$ cat config.mk
export PLATFORM = sky130hd
export DESIGN_NAME = galivan_rom_loader
export DESIGN_NICKNAME = d
export VERILOG_FILES = /design/src/rtl/galivan_rom_loader.sv
export SDC_FILE = /design/constraint.sdc
export NUM_CORES = 1
export LEC_CHECK = 0
export CAP_MARGIN = 15
export CORE_ASPECT_RATIO = 1.25
export CORE_MARGIN = 4
export CORE_UTILIZATION = 54
export CTS_CLUSTER_SIZE = 16
export DETAILED_ROUTE_END_ITERATION = 10
export PLACE_DENSITY = 0.86
export SLEW_MARGIN = 25
export SYNTH_ARGS = -nofsm -noshare
export SYNTH_HDL_FRONTEND = slang
export SYNTH_SLANG_ARGS = --single-unit
$ cat constraint.sdc
create_clock -name clk_sys -period 5.7 [get_ports clk_sys]
set_input_delay 1.14 -clock clk_sys [delete_from_list [all_inputs] [get_ports clk_sys]]
set_output_delay 1.14 -clock clk_sys [all_outputs]
set_load 0.005 [all_outputs]
$ cat src/rtl/galivan_rom_loader.sv
// rtl/galivan_rom_loader.sv - hps_io 16-bit ROM download to byte-wide region write strobes
module galivan_rom_loader #(
    parameter int unsigned R0_SIZE = 'h14000,
    parameter int unsigned R1_SIZE = 'h08000,
    parameter int unsigned R2_SIZE = 'h04000,
    parameter int unsigned R3_SIZE = 'h20000,
    parameter int unsigned R4_SIZE = 'h10000,
    parameter int unsigned R5_SIZE = 'h08000,
    parameter int unsigned R6_SIZE = 'h00500
) (
    input  logic        clk_sys,
    input  logic        reset,
    input  logic        ioctl_download,
    input  logic [7:0]  ioctl_index,
    input  logic [26:0] ioctl_addr,
    input  logic [15:0] ioctl_dout,
    input  logic        ioctl_wr,
    output logic        ioctl_wait,
    output logic        rom_init,
    output logic [17:0] rom_addr,
    output logic [7:0]  rom_data,
    output logic [6:0]  rom_we,
    output logic        done,
    output logic        overflow
);

    localparam int unsigned B1 = R0_SIZE;
    localparam int unsigned B2 = B1 + R1_SIZE;
    localparam int unsigned B3 = B2 + R2_SIZE;
    localparam int unsigned B4 = B3 + R3_SIZE;
    localparam int unsigned B5 = B4 + R4_SIZE;
    localparam int unsigned B6 = B5 + R5_SIZE;
    localparam int unsigned B7 = B6 + R6_SIZE;

    typedef enum logic [1:0] {S_IDLE, S_LO, S_HI} state_t;

    state_t      state_q, state_d;
    logic [26:0] addr_q, addr_d;
    logic [15:0] dout_q, dout_d;
    logic [17:0] rom_addr_q, rom_addr_d;
    logic [7:0]  rom_data_q, rom_data_d;
    logic [6:0]  rom_we_q, rom_we_d;
    logic        rom_init_q, rom_init_d;
    logic        done_q, done_d;
    logic        overflow_q, overflow_d;

    logic        dl0, accept, emit;
    logic [26:0] byte_addr;
    logic [7:0]  byte_data;
    logic [24:0] dec;

    // Returns {one-hot region strobe, region-relative address}; strobe is 0 past the last region.
    function automatic logic [24:0] decode(input logic [26:0] a);
        logic [31:0] ax;
        logic [31:0] base;
        logic [31:0] rel;
        logic [6:0]  we;
        ax   = {5'd0, a};
        base = 32'd0;
        we   = 7'd0;
        if (ax < B1) begin
            we = 7'b0000001; base = 32'd0;
        end else if (ax < B2) begin
            we = 7'b0000010; base = B1;
        end else if (ax < B3) begin
            we = 7'b0000100; base = B2;
        end else if (ax < B4) begin
            we = 7'b0001000; base = B3;
        end else if (ax < B5) begin
            we = 7'b0010000; base = B4;
        end else if (ax < B6) begin
            we = 7'b0100000; base = B5;
        end else if (ax < B7) begin
            we = 7'b1000000; base = B6;
        end
        rel = ax - base;
        return {we, rel[17:0]};
    endfunction

    always_comb begin
        state_d    = state_q;
        addr_d     = addr_q;
        dout_d     = dout_q;
        rom_addr_d = rom_addr_q;
        rom_data_d = rom_data_q;
        rom_we_d   = 7'd0;
        rom_init_d = rom_init_q;
        done_d     = 1'b0;
        overflow_d = overflow_q;
        emit       = 1'b0;
        byte_addr  = 27'd0;
        byte_data  = 8'd0;
        dl0        = ioctl_download && (ioctl_index == 8'd0);
        accept     = dl0 && ioctl_wr;

        case (state_q)
            S_IDLE: begin
                if (accept) begin
                    state_d   = S_LO;
                    addr_d    = ioctl_addr;
                    dout_d    = ioctl_dout;
                    emit      = 1'b1;
                    byte_addr = ioctl_addr;
                    byte_data = ioctl_dout[7:0];
                end
            end
            S_LO: begin
                state_d   = S_HI;
                emit      = 1'b1;
                byte_addr = addr_q + 27'd1;
                byte_data = dout_q[15:8];
                if (accept) overflow_d = 1'b1;
            end
            S_HI: begin
                state_d = S_IDLE;
                if (accept) overflow_d = 1'b1;
            end
            default: state_d = S_IDLE;
        endcase

        // The low byte is decoded straight from the bus so its strobe lands one cycle after accept.
        dec = decode(byte_addr);
        if (emit) begin
            if (dec[24:18] != 7'd0) begin
                rom_we_d   = dec[24:18];
                rom_addr_d = dec[17:0];
                rom_data_d = byte_data;
            end else begin
                overflow_d = 1'b1;
            end
        end

        if (dl0) begin
            rom_init_d = 1'b1;
        end else if (rom_init_q && (state_d == S_IDLE)) begin
            rom_init_d = 1'b0;
            done_d     = 1'b1;
        end
    end

    always_ff @(posedge clk_sys) begin
        if (reset) begin
            state_q    <= S_IDLE;
            addr_q     <= '0;
            dout_q     <= '0;
            rom_addr_q <= '0;
            rom_data_q <= '0;
            rom_we_q   <= '0;
            rom_init_q <= 1'b0;
            done_q     <= 1'b0;
            overflow_q <= 1'b0;
        end else begin
            state_q    <= state_d;
            addr_q     <= addr_d;
            dout_q     <= dout_d;
            rom_addr_q <= rom_addr_d;
            rom_data_q <= rom_data_d;
            rom_we_q   <= rom_we_d;
            rom_init_q <= rom_init_d;
            done_q     <= done_d;
            overflow_q <= overflow_d;
        end
    end

    assign ioctl_wait = (state_q != S_IDLE);
    assign rom_init   = rom_init_q;
    assign rom_addr   = rom_addr_q;
    assign rom_data   = rom_data_q;
    assign rom_we     = rom_we_q;
    assign done       = done_q;
    assign overflow   = overflow_q;

endmodule

==> impl_metrics.env <==
export IMPL_outcome="completed"
export IMPL_drv_cap=0
export IMPL_fp_dieH_um=102.3
export IMPL_top_layer_used="met4"
export IMPL_cp_start_kind="primary input"
export IMPL_post_route_drc_count=0
export IMPL_cts_tree="built"
export IMPL_initialDrtViolationCount=308
export IMPL_numCtsBuffers=9
export IMPL_required_ns=5.97
export IMPL_mostFrequentLayoutCell="nand2_1"
export IMPL_worstSetupPathType="in -> reg"
export IMPL_wirelength_met1_mm=4.600
export IMPL_async_flop_share_pct=0
export IMPL_peakVddDrop_v=0.0001450
export IMPL_io_buffers=91
export IMPL_grt_pass1_wl_mm=18.45
export IMPL_fillers=532
export IMPL_dr_pass1_iters=5
export IMPL_place_inst=625
export IMPL_final_setup_viol_count=0
export IMPL_min_period_ns=4.484
export IMPL_dr_wl_met3_um=654
export IMPL_power_density_mw_per_mm2=206.5
export IMPL_cts_hold_repair_buffers=0
export IMPL_syn_area_per_cell_sq_um=8.161
export IMPL_netlist_area_sq_mm=0.003844
export IMPL_crit_path_max_fanout=27
export IMPL_drv_slew=0
export IMPL_most_common_layout_cells="nand2_1, clkdlybuf4s50_1, dfxtp_1"
export IMPL_grt_pass1_vias=3841
export IMPL_syn_inst=471
export IMPL_avgRoutedWirePerCell_um=18.02
export IMPL_antenna_cells=0
export IMPL_fmax_ghz=0.2230
export IMPL_rows=34
export IMPL_h_tree_depth=3
export IMPL_gr_total_overflow=0
export IMPL_ys_flop_type="dfxtp_1"
export IMPL_via_count=3975
export IMPL_cts_root_buf="clkbuf_8"
export IMPL_totalWireLength_mm=11.55
export IMPL_final_cells=641
export IMPL_nets=608
export IMPL_yosys_warnings=0
export IMPL_synth_seq_area_share_pct=38.02
export IMPL_post_cts_setup_buffers=0
export IMPL_wl_met2_mm=6.030
export IMPL_hold_violations=0
export IMPL_rsz0062_at_grt="no"
export IMPL_dpl_hpwl_mm=7.928
export IMPL_yosys_register_bits=73
export IMPL_coreArea_sq_mm=0.006934
export IMPL_antenna_found_initial=0
export IMPL_grt_max_degree=68
export IMPL_detail_route_antenna_nets=0
export IMPL_cp_end_kind="register"
export IMPL_vias_per_cell=6.201
export IMPL_p_leak_uw=0.001555
export IMPL_drive_above_1_share_pct=8.167
export IMPL_yosysUniqueCellTypes=60
export IMPL_worstSkewPairLatency_ns=0.36
export IMPL_gp_congestion=0.9520
export IMPL_hp_class="reg -> reg"
export IMPL_worstPathArrival_ns=4.76
export IMPL_start_util_pct=55.43
export IMPL_area_delta_synth_final_pct=29.85
export IMPL_numClockSinks=73
export IMPL_cts_buffer_depth=2
export IMPL_grt_usage_pct=26.69
export IMPL_worstMarginPinSlew_ns=1.090
export IMPL_synth_nets=533
export IMPL_finalCritPeriodShare_pct=78.67
export IMPL_synth_edf_count=0
export IMPL_cts_clk_slew_worst_paths_ns=0.09
export IMPL_skew_ns=0.01848
export IMPL_post_cts_resized=0
export IMPL_die_area_sq_mm=0.008540
export IMPL_finalSetupTns_ns=0
export IMPL_relSlewSlack_pct=27.04
export IMPL_ios=92
export IMPL_die_x_um=83.46
## synth_stat cells, types with 4 or more instances
cell / instances / share of area (%)
a211oi_1: 13 / 2.5
a21oi_1: 41 / 5.3
a22oi_1: 8 / 1.6
a311oi_1: 10 / 2.3
a31oi_1: 27 / 4.4
and3_1: 5 / 0.81
buf_1: 4 / 0.39
buf_2: 6 / 0.78
clkbuf_1: 22 / 2.1
dfxtp_1: 73 / 38
ha_1: 6 / 2.0
inv_1: 10 / 0.98
nand2_1: 96 / 9.4
nand2b_1: 8 / 1.3
nand3_1: 11 / 1.4
nand3b_1: 5 / 0.98
nand4_1: 10 / 1.6
nor2_1: 12 / 1.2
nor3_1: 6 / 0.78
nor4_1: 17 / 2.8
o21ai_0: 7 / 0.91
or4_1: 5 / 0.98
xnor2_1: 10 / 2.3
## routing by layer
layer  vias to the layer above  GRT usage (%)
met4                         0          11.63
met1                      1900          31.83
met5                         -              0
met2                       161          48.09
li1                       1892              -
met3                        22          4.032
## flip-flops by register name, indices dropped and copies added (netlist names)
signal and flops:
overflow 1, rom_data 8, done 1, rom_we 7, dout_q 8, rom_init 1, addr_q 27, state_q 2
rom_addr 18
## power breakdown
part	total (uW)	leakage [uW]	switching, uW	internal (uW)
combinational	56.7	0.000853	20.8	35.9
clock	463	0.000115	212	251
sequential	511	0.000588	0.501	510
total	1030	0.00155	234	797
## stage by stage
step           worst slack (ns)  util (%)  instance area [sq um]  hold WS, ns  total power [uW]
6_report                  1.216     71.98                   4991       0.4582              1031
5_1_grt                   1.007     71.98                   4991       0.4923              1057
4_1_cts                   1.212     71.98                   4991       0.4593              1032
3_5_place_dp             0.8950     68.75                   4767       0.4468             578.6
3_3_place_gp              1.027     68.75                   4767       0.4390             578.2
2_1_floorplan             1.768         -                   3844       0.4323             535.1
## worst max-delay path: stages
cell and delay, ns:
clkdlybuf4s50_1 0.41, or4_1 0.63, nor4_4 0.43, buf_4 0.36
nand2_1 0.11, and2_1 0.24, and3_1 0.21, or4_1 0.46
ha_1 0.33, a21oi_1 0.18, o21ai_0 0.10, o22ai_1 0.14
## worst paths after layout
path / slack (ns) / end / cells after the start / start
max: 1.22 / rom_addr[17] / 12 / ioctl_index[2]
min: 0.46 / dout_q[8] / 2 / dout_q[8]
max reg2reg: 1.47 / rom_addr[17] / 12 / addr_q[0]
min reg2reg: 0.46 / dout_q[8] / 2 / dout_q[8]
## logic make-up (layout without fill, tap and decap cells)
kind of cell	Yosys count	after routing	share of synthesized area [%]
flip-flops	73	73	38.02
adder cells (fa/ha/maj)	7	7	2.474
multiplexers	5	5	1.400
AND/OR/NAND/NOR	201	201	27.70
XOR/XNOR	12	12	2.734
buffers and inverters	45	125	5.013
AO/OA/AOI/OAI	128	128	22.66
## cell type report
type                    instances  area (sq um)  area share, %
multi-input cells             353          2190          43.87
flip-flops and latches         73          1461          29.28
repair buffers                 99         965.9          19.35
clock buffers                   9         123.9          2.482
well taps                      90         112.6          2.256
clock inverters                 7         100.1          2.006
inverters                      10         37.54         0.7521
No activity file was read; power rests on OpenSTA's default activity.
